## src/rtl/trace_pkg.sv

```systemverilog
// Shared definitions for the control trace decoder: control-bus bit layout,
// fixed strobe patterns, instruction class and FSM state encodings.
package trace_pkg;

    localparam int unsigned BusW = 20;

    // Bus packing: {PCwrite, AddrSel, MemRead, MemWrite, IRload, R1Sel, MDRload,
    //               R1R2Load, ALU1, ALUOutWrite, RFWrite, RegIn, FlagWrite,
    //               IncCount, ALU2[2:0], ALUop[2:0]}
    localparam logic [BusW-1:0] MPcWrite     = 20'h80000;
    localparam logic [BusW-1:0] MAddrSel     = 20'h40000;
    localparam logic [BusW-1:0] MMemRead     = 20'h20000;
    localparam logic [BusW-1:0] MMemWrite    = 20'h10000;
    localparam logic [BusW-1:0] MIrLoad      = 20'h08000;
    localparam logic [BusW-1:0] MR1Sel       = 20'h04000;
    localparam logic [BusW-1:0] MMdrLoad     = 20'h02000;
    localparam logic [BusW-1:0] MR1R2Load    = 20'h01000;
    localparam logic [BusW-1:0] MAlu1        = 20'h00800;
    localparam logic [BusW-1:0] MAluOutWrite = 20'h00400;
    localparam logic [BusW-1:0] MRfWrite     = 20'h00200;
    localparam logic [BusW-1:0] MRegIn       = 20'h00100;
    localparam logic [BusW-1:0] MFlagWrite   = 20'h00080;
    localparam logic [BusW-1:0] MIncCount    = 20'h00040;

    localparam logic [BusW-1:0] AluBase = MAlu1 | MAluOutWrite | MFlagWrite | MIncCount;

    localparam logic [BusW-1:0] PatFetch  = MPcWrite | MAddrSel | MMemRead | MIrLoad | MIncCount
                                          | {14'b0, 3'b001, 3'b000};
    localparam logic [BusW-1:0] PatDecode = MR1R2Load | MIncCount;
    localparam logic [BusW-1:0] PatAdd    = AluBase | {14'b0, 3'b000, 3'b000};
    localparam logic [BusW-1:0] PatSub    = AluBase | {14'b0, 3'b000, 3'b001};
    localparam logic [BusW-1:0] PatNand   = AluBase | {14'b0, 3'b000, 3'b011};
    localparam logic [BusW-1:0] PatShift  = AluBase | {14'b0, 3'b100, 3'b100};
    localparam logic [BusW-1:0] PatOri3   = MR1Sel | MR1R2Load | MIncCount;
    localparam logic [BusW-1:0] PatOri4   = AluBase | {14'b0, 3'b011, 3'b010};
    localparam logic [BusW-1:0] PatOri5   = MR1Sel | MRfWrite | MIncCount;
    localparam logic [BusW-1:0] PatLoad3  = MMemRead | MMdrLoad | MIncCount;
    localparam logic [BusW-1:0] PatLoad4  = MAluOutWrite | MRfWrite | MRegIn | MIncCount;
    localparam logic [BusW-1:0] PatStore  = MMemWrite | MIncCount;
    // PCwrite is left clear here; the matcher masks it out for the branch cycle.
    localparam logic [BusW-1:0] PatBranch = MIncCount | {14'b0, 3'b010, 3'b000};
    localparam logic [BusW-1:0] PatNop    = MIncCount;
    localparam logic [BusW-1:0] PatWb     = MRfWrite | MIncCount;

    typedef enum logic [3:0] {
        ClsAdd    = 4'd0,
        ClsSub    = 4'd1,
        ClsNand   = 4'd2,
        ClsShift  = 4'd3,
        ClsOri    = 4'd4,
        ClsLoad   = 4'd5,
        ClsStore  = 4'd6,
        ClsBranch = 4'd7,
        ClsNop    = 4'd8,
        ClsStop   = 4'd9
    } instr_class_e;

    typedef enum logic [2:0] {
        StIdle,
        StDec,
        StExec3,
        StWbAsn,
        StOri4,
        StOri5,
        StLd4,
        StHalt
    } trace_state_e;

    typedef struct packed {
        logic fetch;
        logic decode;
        logic add;
        logic sub;
        logic nand_op;
        logic shift;
        logic ori3;
        logic ori4;
        logic ori5;
        logic load3;
        logic load4;
        logic store;
        logic branch;
        logic nop;
        logic zero;
        logic wb;
    } pat_hits_t;

endpackage

```

## src/rtl/control_trace_decoder_if.sv

```systemverilog
// Observed control-strobe bundle from the multi-cycle control FSM.
interface control_trace_decoder_if;
    logic       PCwrite;
    logic       AddrSel;
    logic       MemRead;
    logic       MemWrite;
    logic       IRload;
    logic       R1Sel;
    logic       MDRload;
    logic       R1R2Load;
    logic       ALU1;
    logic       ALUOutWrite;
    logic       RFWrite;
    logic       RegIn;
    logic       FlagWrite;
    logic       IncCount;
    logic [2:0] ALU2;
    logic [2:0] ALUop;

    modport master (
        output PCwrite, AddrSel, MemRead, MemWrite, IRload, R1Sel, MDRload, R1R2Load,
               ALU1, ALUOutWrite, RFWrite, RegIn, FlagWrite, IncCount, ALU2, ALUop
    );

    modport slave (
        input  PCwrite, AddrSel, MemRead, MemWrite, IRload, R1Sel, MDRload, R1R2Load,
               ALU1, ALUOutWrite, RFWrite, RegIn, FlagWrite, IncCount, ALU2, ALUop
    );
endinterface

```

## src/rtl/ctrl_pattern_match.sv

```systemverilog
// Combinational classifier: exact-match the packed control word against every
// legal strobe pattern and report one-hot hits.
module ctrl_pattern_match
    import trace_pkg::*;
(
    input  logic [BusW-1:0] i_bus,
    output pat_hits_t       o_hits
);

    always_comb begin
        o_hits         = '0;
        o_hits.fetch   = (i_bus == PatFetch);
        o_hits.decode  = (i_bus == PatDecode);
        o_hits.add     = (i_bus == PatAdd);
        o_hits.sub     = (i_bus == PatSub);
        o_hits.nand_op = (i_bus == PatNand);
        o_hits.shift   = (i_bus == PatShift);
        o_hits.ori3    = (i_bus == PatOri3);
        o_hits.ori4    = (i_bus == PatOri4);
        o_hits.ori5    = (i_bus == PatOri5);
        o_hits.load3   = (i_bus == PatLoad3);
        o_hits.load4   = (i_bus == PatLoad4);
        o_hits.store   = (i_bus == PatStore);
        o_hits.branch  = ((i_bus & ~MPcWrite) == PatBranch);
        o_hits.nop     = (i_bus == PatNop);
        o_hits.zero    = (i_bus == '0);
        o_hits.wb      = (i_bus == PatWb);
    end

endmodule

```

## src/rtl/control_trace_decoder.sv

```systemverilog
// Passive control-bus monitor: rebuilds the retired instruction stream from
// the control FSM strobes and flags sequences the FSM cannot produce.
module control_trace_decoder
    import trace_pkg::*;
#(
    parameter int unsigned CNT_W = 16
) (
    input  logic                          clock,
    input  logic                          reset,
    control_trace_decoder_if.slave        bus,
    output logic                          retire,
    output logic [3:0]                    retire_class,
    output logic [2:0]                    retire_cycles,
    output logic                          branch_taken,
    output logic [CNT_W-1:0]              instr_count,
    output logic                          seq_error,
    output logic                          halted
);

    logic [BusW-1:0] w_bus;
    pat_hits_t       w_hits;

    assign w_bus = {bus.PCwrite, bus.AddrSel, bus.MemRead, bus.MemWrite, bus.IRload,
                    bus.R1Sel, bus.MDRload, bus.R1R2Load, bus.ALU1, bus.ALUOutWrite,
                    bus.RFWrite, bus.RegIn, bus.FlagWrite, bus.IncCount, bus.ALU2,
                    bus.ALUop};

    ctrl_pattern_match u_match (
        .i_bus  (w_bus),
        .o_hits (w_hits)
    );

    trace_state_e     r_state, w_state_d;
    instr_class_e     r_held_cls, w_held_cls_d;
    logic             r_retire, w_retire_d;
    instr_class_e     r_class, w_class_d;
    logic [2:0]       r_cycles, w_cycles_d;
    logic             r_branch, w_branch_d;
    logic [CNT_W-1:0] r_count;
    logic             r_err, w_err_set;
    logic             r_halted, w_halt_set;
    logic             w_bad;

    always_comb begin
        w_state_d    = r_state;
        w_held_cls_d = r_held_cls;
        w_retire_d   = 1'b0;
        w_class_d    = ClsAdd;
        w_cycles_d   = 3'd0;
        w_branch_d   = 1'b0;
        w_err_set    = 1'b0;
        w_halt_set   = 1'b0;
        w_bad        = 1'b0;

        unique case (r_state)
            StIdle: begin
                if (w_hits.fetch) begin
                    w_state_d = StDec;
                end else if (!w_hits.zero) begin
                    w_err_set = 1'b1;
                end
            end
            StDec: begin
                if (w_hits.decode) w_state_d = StExec3;
                else               w_bad     = 1'b1;
            end
            StExec3: begin
                if (w_hits.add || w_hits.sub || w_hits.nand_op || w_hits.shift) begin
                    w_state_d    = StWbAsn;
                    w_held_cls_d = w_hits.add     ? ClsAdd  :
                                   w_hits.sub     ? ClsSub  :
                                   w_hits.nand_op ? ClsNand : ClsShift;
                end else if (w_hits.ori3) begin
                    w_state_d = StOri4;
                end else if (w_hits.load3) begin
                    w_state_d = StLd4;
                end else if (w_hits.store || w_hits.branch || w_hits.nop || w_hits.zero) begin
                    w_retire_d = 1'b1;
                    w_cycles_d = 3'd3;
                    w_state_d  = StIdle;
                    if (w_hits.store) begin
                        w_class_d = ClsStore;
                    end else if (w_hits.branch) begin
                        w_class_d  = ClsBranch;
                        w_branch_d = bus.PCwrite;
                    end else if (w_hits.nop) begin
                        w_class_d = ClsNop;
                    end else begin
                        w_class_d  = ClsStop;
                        w_state_d  = StHalt;
                        w_halt_set = 1'b1;
                    end
                end else begin
                    w_bad = 1'b1;
                end
            end
            StWbAsn: begin
                if (w_hits.wb) begin
                    w_retire_d = 1'b1;
                    w_class_d  = r_held_cls;
                    w_cycles_d = 3'd4;
                    w_state_d  = StIdle;
                end else begin
                    w_bad = 1'b1;
                end
            end
            StOri4: begin
                if (w_hits.ori4) w_state_d = StOri5;
                else             w_bad     = 1'b1;
            end
            StOri5: begin
                if (w_hits.ori5) begin
                    w_retire_d = 1'b1;
                    w_class_d  = ClsOri;
                    w_cycles_d = 3'd5;
                    w_state_d  = StIdle;
                end else begin
                    w_bad = 1'b1;
                end
            end
            StLd4: begin
                if (w_hits.load4) begin
                    w_retire_d = 1'b1;
                    w_class_d  = ClsLoad;
                    w_cycles_d = 3'd4;
                    w_state_d  = StIdle;
                end else begin
                    w_bad = 1'b1;
                end
            end
            StHalt: begin
                w_state_d = StHalt;
            end
            default: w_state_d = StIdle;
        endcase

        // A stray FETCH mid-instruction is taken as the start of a new one.
        if (w_bad) begin
            w_err_set = 1'b1;
            w_state_d = w_hits.fetch ? StDec : StIdle;
        end
    end

    always_ff @(posedge clock) begin
        if (reset) begin
            r_state    <= StIdle;
            r_held_cls <= ClsAdd;
            r_retire   <= 1'b0;
            r_class    <= ClsAdd;
            r_cycles   <= 3'd0;
            r_branch   <= 1'b0;
            r_count    <= '0;
            r_err      <= 1'b0;
            r_halted   <= 1'b0;
        end else begin
            r_state    <= w_state_d;
            r_held_cls <= w_held_cls_d;
            r_retire   <= w_retire_d;
            r_class    <= w_class_d;
            r_cycles   <= w_cycles_d;
            r_branch   <= w_branch_d;
            r_err      <= r_err | w_err_set;
            r_halted   <= r_halted | w_halt_set;
            if (w_retire_d && (r_count != '1)) begin
                r_count <= r_count + 1'b1;
            end
        end
    end

    assign retire        = r_retire;
    assign retire_class  = r_class;
    assign retire_cycles = r_cycles;
    assign branch_taken  = r_branch;
    assign instr_count   = r_count;
    assign seq_error     = r_err;
    assign halted        = r_halted;

endmodule

```

## src/flat_wrapper.sv

```systemverilog
// flat-port wrapper written by rule: the top's interface ports become plain ports
module control_trace_decoder_flat import trace_pkg::*;
#(
    parameter int unsigned CNT_W = 16
)
  (clock, reset, retire, retire_class, retire_cycles, branch_taken, instr_count, seq_error, halted, bus_PCwrite, bus_AddrSel, bus_MemRead, bus_MemWrite, bus_IRload, bus_R1Sel, bus_MDRload, bus_R1R2Load, bus_ALU1, bus_ALUOutWrite, bus_RFWrite, bus_RegIn, bus_FlagWrite, bus_IncCount, bus_ALU2, bus_ALUop);
  control_trace_decoder_if bus_i ();
  input  logic clock;
  input  logic reset;
  output logic retire;
  output logic [3:0] retire_class;
  output logic [2:0] retire_cycles;
  output logic branch_taken;
  output logic [CNT_W-1:0] instr_count;
  output logic seq_error;
  output logic halted;
  input wire logic [$bits(bus_i.PCwrite)-1:0] bus_PCwrite;
  input wire logic [$bits(bus_i.AddrSel)-1:0] bus_AddrSel;
  input wire logic [$bits(bus_i.MemRead)-1:0] bus_MemRead;
  input wire logic [$bits(bus_i.MemWrite)-1:0] bus_MemWrite;
  input wire logic [$bits(bus_i.IRload)-1:0] bus_IRload;
  input wire logic [$bits(bus_i.R1Sel)-1:0] bus_R1Sel;
  input wire logic [$bits(bus_i.MDRload)-1:0] bus_MDRload;
  input wire logic [$bits(bus_i.R1R2Load)-1:0] bus_R1R2Load;
  input wire logic [$bits(bus_i.ALU1)-1:0] bus_ALU1;
  input wire logic [$bits(bus_i.ALUOutWrite)-1:0] bus_ALUOutWrite;
  input wire logic [$bits(bus_i.RFWrite)-1:0] bus_RFWrite;
  input wire logic [$bits(bus_i.RegIn)-1:0] bus_RegIn;
  input wire logic [$bits(bus_i.FlagWrite)-1:0] bus_FlagWrite;
  input wire logic [$bits(bus_i.IncCount)-1:0] bus_IncCount;
  input wire logic [$bits(bus_i.ALU2)-1:0] bus_ALU2;
  input wire logic [$bits(bus_i.ALUop)-1:0] bus_ALUop;
  assign bus_i.PCwrite = bus_PCwrite;
  assign bus_i.AddrSel = bus_AddrSel;
  assign bus_i.MemRead = bus_MemRead;
  assign bus_i.MemWrite = bus_MemWrite;
  assign bus_i.IRload = bus_IRload;
  assign bus_i.R1Sel = bus_R1Sel;
  assign bus_i.MDRload = bus_MDRload;
  assign bus_i.R1R2Load = bus_R1R2Load;
  assign bus_i.ALU1 = bus_ALU1;
  assign bus_i.ALUOutWrite = bus_ALUOutWrite;
  assign bus_i.RFWrite = bus_RFWrite;
  assign bus_i.RegIn = bus_RegIn;
  assign bus_i.FlagWrite = bus_FlagWrite;
  assign bus_i.IncCount = bus_IncCount;
  assign bus_i.ALU2 = bus_ALU2;
  assign bus_i.ALUop = bus_ALUop;
  control_trace_decoder #(.CNT_W(CNT_W)) u_core (.clock(clock), .reset(reset), .bus(bus_i), .retire(retire), .retire_class(retire_class), .retire_cycles(retire_cycles), .branch_taken(branch_taken), .instr_count(instr_count), .seq_error(seq_error), .halted(halted));
endmodule
```

## config.mk

```make
export PLATFORM = sky130hd
export DESIGN_NAME = control_trace_decoder_flat
export DESIGN_NICKNAME = d
export VERILOG_FILES = /design/src/rtl/trace_pkg.sv /design/src/rtl/control_trace_decoder_if.sv /design/src/rtl/ctrl_pattern_match.sv /design/src/rtl/control_trace_decoder.sv /design/src/flat_wrapper.sv
export SDC_FILE = /design/constraint.sdc
export NUM_CORES = 1
export LEC_CHECK = 0
export CELL_PAD_IN_SITES_DETAIL_PLACEMENT = 0
export CELL_PAD_IN_SITES_GLOBAL_PLACEMENT = 1
export CORE_MARGIN = 2
export CORE_UTILIZATION = 46
export CTS_CLUSTER_SIZE = 20
export DETAILED_ROUTE_END_ITERATION = 8
export DONT_BUFFER_PORTS = 1
export GPL_ROUTABILITY_DRIVEN = 0
export PLACE_DENSITY = 0.81
export SLEW_MARGIN = 20
export SYNTH_ARGS = -nofsm -noshare
export SYNTH_HDL_FRONTEND = slang
export SYNTH_SLANG_ARGS = --single-unit
```

## constraint.sdc

```tcl
create_clock -name clock -period 2.8 [get_ports clock]
set_input_delay 0.56 -clock clock [delete_from_list [all_inputs] [get_ports clock]]
set_output_delay 0.56 -clock clock [all_outputs]
set_load 0.02 [all_outputs]
```

==> parameters.txt <==
Parameter                              Value

Outcome
  Status    completed

Timing
  Final total negative setup slack    0 ns
  Worst-Margin Slew    0.5736 ns
  Least setup slack across all paths after layout    0.2820 ns
  Layout Skew    0.009360 ns
  Hold slack final    0.3398 ns
  Unrepaired setup endpoints after global routing    no
  Total count of hold-check failures in the final report    0
  Tmin final    2.518 ns
  Remaining max-slew budget at the tightest pin    0.6150
  Final setup violation count    0
  Maximum clock rate    397.1 MHz
  Final period util    0.8993
  Slew Limit Fails    0

Synth
  Most common cell in the netlist    sky130_fd_sc_hd__dfxtp_1
  Synth Flop Type    sky130_fd_sc_hd__dfxtp_1
  Share of synthesized area occupied by flip-flops and latches    0.3030
  Library cell occupying the most area in the post-synthesis netlist    sky130_fd_sc_hd__dfxtp_1
  Synth cell count leaders    sky130_fd_sc_hd__dfxtp_1, sky130_fd_sc_hd__nor2_1, sky130_fd_sc_hd__nand2_1
  Area share of the largest cell type after synthesis    0.3030
  Synthesis-stage register bit count    32
  Mapped Area    2115 µm²
  Number of library cell types mapped by synthesis    62
  Syn avg cell area    8.164 µm²
  Cells taking the most area after synthesis    sky130_fd_sc_hd__dfxtp_1, sky130_fd_sc_hd__nor2_1, sky130_fd_sc_hd__a21oi_1, sky130_fd_sc_hd__nand2_1, sky130_fd_sc_hd__nand3_1
  Post-Syn Nets    282
  Number of warnings reported in the yosys synthesis log    0
  EDFF count, synth    0
  Number of instances in the synthesized netlist    259
  Fraction of synthesis flops using an asynchronous set or reset pin    0

Power and ir drop
  Static Leak    0.7408 nW
  Power density of the placed cells    348.7 nW/µm²
  Worst voltage drop across the vdd grid    266.5 µV

Route
  Wire per inst    16.19 µm
  Total number of vias    2021
  Routed wire length    5409 µm
  Initial DRC Count    137
  Number of remaining DRC errors    0
  Remaining antenna violation count    0
  Vias per inst    6.051
  First-pass detailed-route iteration total    5

Placed design
  Post-placement cell count    327
  Placement Cell Area    2320 µm²
  PortBufs    0
  Worst slack after detailed placement    0.09941 ns
  Detailed-placement wirelength estimate    4232 µm

Clocking
  Hold-fix buffers, CTS    0
  Clock latency on the worst-skew pair    0.29 ns
  Clock-pin slew on the worst setup and hold paths    0.07 ns
  Buffer depth of the longest clock path    2
  Clock sink total    32
  Num CTS Buffers    5
  Clock Tree Root    sky130_fd_sc_hd__clkbuf_8
  Resize count post-CTS    0
  H-Tree Depth    2
  Clock tree from TritonCTS    yes
  Buffers inserted during post-CTS setup optimization    0

Global route
  Global-route track usage on met1    0.3296
  Global-route wire length before repair    9273 µm
  Sum of overflow across all layers after global routing    0
  Number of global-route vias before repair    1895
  Met3 usage in global routing    0.07314
  Antenna violations before repair    0
  Largest net degree at the start of global routing    30
  Combined global-route utilization of all metal layers    0.2262
  Most Crowded Layer GR    met1
  Met2 routing resource usage after global routing    0.3230

Die
  Overall die area    5155 µm²
  Floorplan die width    71.80 µm
  Row cnt    24
  Placeable Area    4384 µm²
  Initial standard-cell utilization of the core    0.4823
  Vertical extent of the die    71.80 µm
  IO Pins    49

Critical path
  Depth of the most critical reg-to-reg path    8
  Slowest Stage Delay on Critical Path    0.71 ns
  Delay-heaviest family, CP    simple AND/OR/NAND/NOR gates
  Crit path kind    reg2reg
  Buffering stage count on the worst path with inverters included    2
  Setup slack of the worst register-to-register path    0.28 ns
  Crit-path most repeated cell    sky130_fd_sc_hd__nor3_1
  Highest-delay cell along the critical path    sky130_fd_sc_hd__or4b_2
  CP arrival    2.70 ns
  Nature of the critical path endpoint    flip-flop
  Reg2reg end    u_core.instr_count[3]$_SDFFE_PP0P_
  Startpoint kind of the worst setup timing path    flip-flop
  Crit-path cells    inv_1, or4b_2, nor3_1, nor3_1, o21ai_1, buf_4, xor2_1, nor2_1
  Required time at the worst-slack endpoint    2.99 ns
  Launch instance of the worst register-to-register path    u_core.instr_count[7]$_SDFFE_PP0P_
  Worst Path Max Fanout    9

Layout
  Area used by multi-input combinational logic    1408 µm²
  Fraction of final layout cells sized beyond drive strength 1    0.1809
  Final #Nets    305
  Number of fill cells in the layout    414
  Count of placed standard cells in the final layout, fillers left out    334
  ANT cells    0
  Finished Cell Area    2401 µm²
  Growth of design area from synthesis to finish    13.55%
  Sequential Area    640.6 µm²

Hold path
  Hold Path End    u_core.instr_count[2]$_SDFFE_PP0P_
  Min-Delay Path Class    in2reg
  Startpoint of the tightest hold check path    reset
  Cells on Worst Hold Path    1

Flow run
  Number of maximum-capacitance constraint violations    0
metal layers:
metal,up-vias,part of all wire
met5,-,0
met4,0,0.0059
met3,7,0.092
met2,75,0.42
met1,914,0.48
li1,1025,-
worst register-to-register path: stages (launching register included):
cell,delay [ns]
sky130_fd_sc_hd__dfxtp_1,0.48
sky130_fd_sc_hd__inv_1,0.13
sky130_fd_sc_hd__or4b_2,0.71
sky130_fd_sc_hd__nor3_1,0.27
sky130_fd_sc_hd__nor3_1,0.09
sky130_fd_sc_hd__o21ai_1,0.32
sky130_fd_sc_hd__buf_4,0.23
sky130_fd_sc_hd__xor2_1,0.14
sky130_fd_sc_hd__nor2_1,0.05
final cells by class:
class / count / area share
clock buffer: 5 / 0.02866
tap: 52 / 0.02710
clock inverter: 2 / 0.005211
sequential: 32 / 0.2668
timing repair buffer: 24 / 0.07504
inverter: 7 / 0.01094
multi-input combinational: 212 / 0.5862
stage by stage:
stage / utilization / power, mW
detailed placement: 0.5291 / 0.5128
global placement: 0.5291 / 0.5130
global route: 0.5477 / 0.8738
floorplan: - / 0.5099
CTS: 0.5477 / 0.8471
finish: 0.5477 / 0.8372
kinds of logic after synthesis:
group | Yosys count | synth area share
AND/OR/NAND/NOR | 148 | 0.4296
buffers and inverters | 15 | 0.03136
AO/OA/AOI/OAI | 51 | 0.1775
multiplexers | 3 | 0.01538
XOR/XNOR | 9 | 0.03728
adder cells (fa/ha/maj) | 1 | 0.005916
flip-flops | 32 | 0.3030
sequential cells by signal, summed over array words and instances (netlist names):
register and count:
u_core.instr_count 16, u_core.retire_class 4, u_core.r_state 3, u_core.retire_cycles 3
u_core.r_held_cls 2, u_core.branch_taken 1, u_core.halted 1, u_core.retire 1
u_core.seq_error 1
report_power, final:
group          internal (mW)  leakage [nW]  switching (mW)  total (mW)
combinational         0.0233         0.443          0.0198      0.0432
sequential             0.456         0.258         0.00322       0.460
clock                  0.168        0.0400           0.166       0.334
how the worst max path moves through the flow:
stage	start	endpoint	slack, ns	cells past startpoint
after floorplan	bus_ALU2[1]	u_core.instr_count[14]$_SDFFE_PP0P_	0.18	8
after global placement	bus_RFWrite	u_core.instr_count[13]$_SDFFE_PP0P_	0.13	7
after detailed placement	bus_ALU2[0]	u_core.instr_count[14]$_SDFFE_PP0P_	0.1	8
after CTS	u_core.instr_count[7]$_SDFFE_PP0P_	u_core.instr_count[3]$_SDFFE_PP0P_	0.29	8
after global routing	u_core.instr_count[6]$_SDFFE_PP0P_	u_core.instr_count[3]$_SDFFE_PP0P_	0.09	8
final	u_core.instr_count[7]$_SDFFE_PP0P_	u_core.instr_count[3]$_SDFFE_PP0P_	0.28	8
cell usage in the layout, fill, tap and decap left out, types with 3 or more instances in the layout:
master                     count
sky130_fd_sc_hd__a21oi_1      17
sky130_fd_sc_hd__a31oi_1       3
sky130_fd_sc_hd__buf_4        24
sky130_fd_sc_hd__clkbuf_8      5
sky130_fd_sc_hd__dfxtp_1      32
sky130_fd_sc_hd__inv_1         6
sky130_fd_sc_hd__nand2_1      21
sky130_fd_sc_hd__nand2b_1      9
sky130_fd_sc_hd__nand3_1      15
sky130_fd_sc_hd__nand3b_1      4
sky130_fd_sc_hd__nand4_1       9
sky130_fd_sc_hd__nor2_1       30
sky130_fd_sc_hd__nor2b_1       6
sky130_fd_sc_hd__nor3_1       13
sky130_fd_sc_hd__nor3b_1       3
sky130_fd_sc_hd__nor4_1        4
sky130_fd_sc_hd__nor4_4        3
sky130_fd_sc_hd__nor4b_1       4
sky130_fd_sc_hd__o21ai_0       4
sky130_fd_sc_hd__or3_1         6
sky130_fd_sc_hd__or4_1         5
sky130_fd_sc_hd__xnor2_1       8
Note: power is estimated with default switching activity, not from simulation.
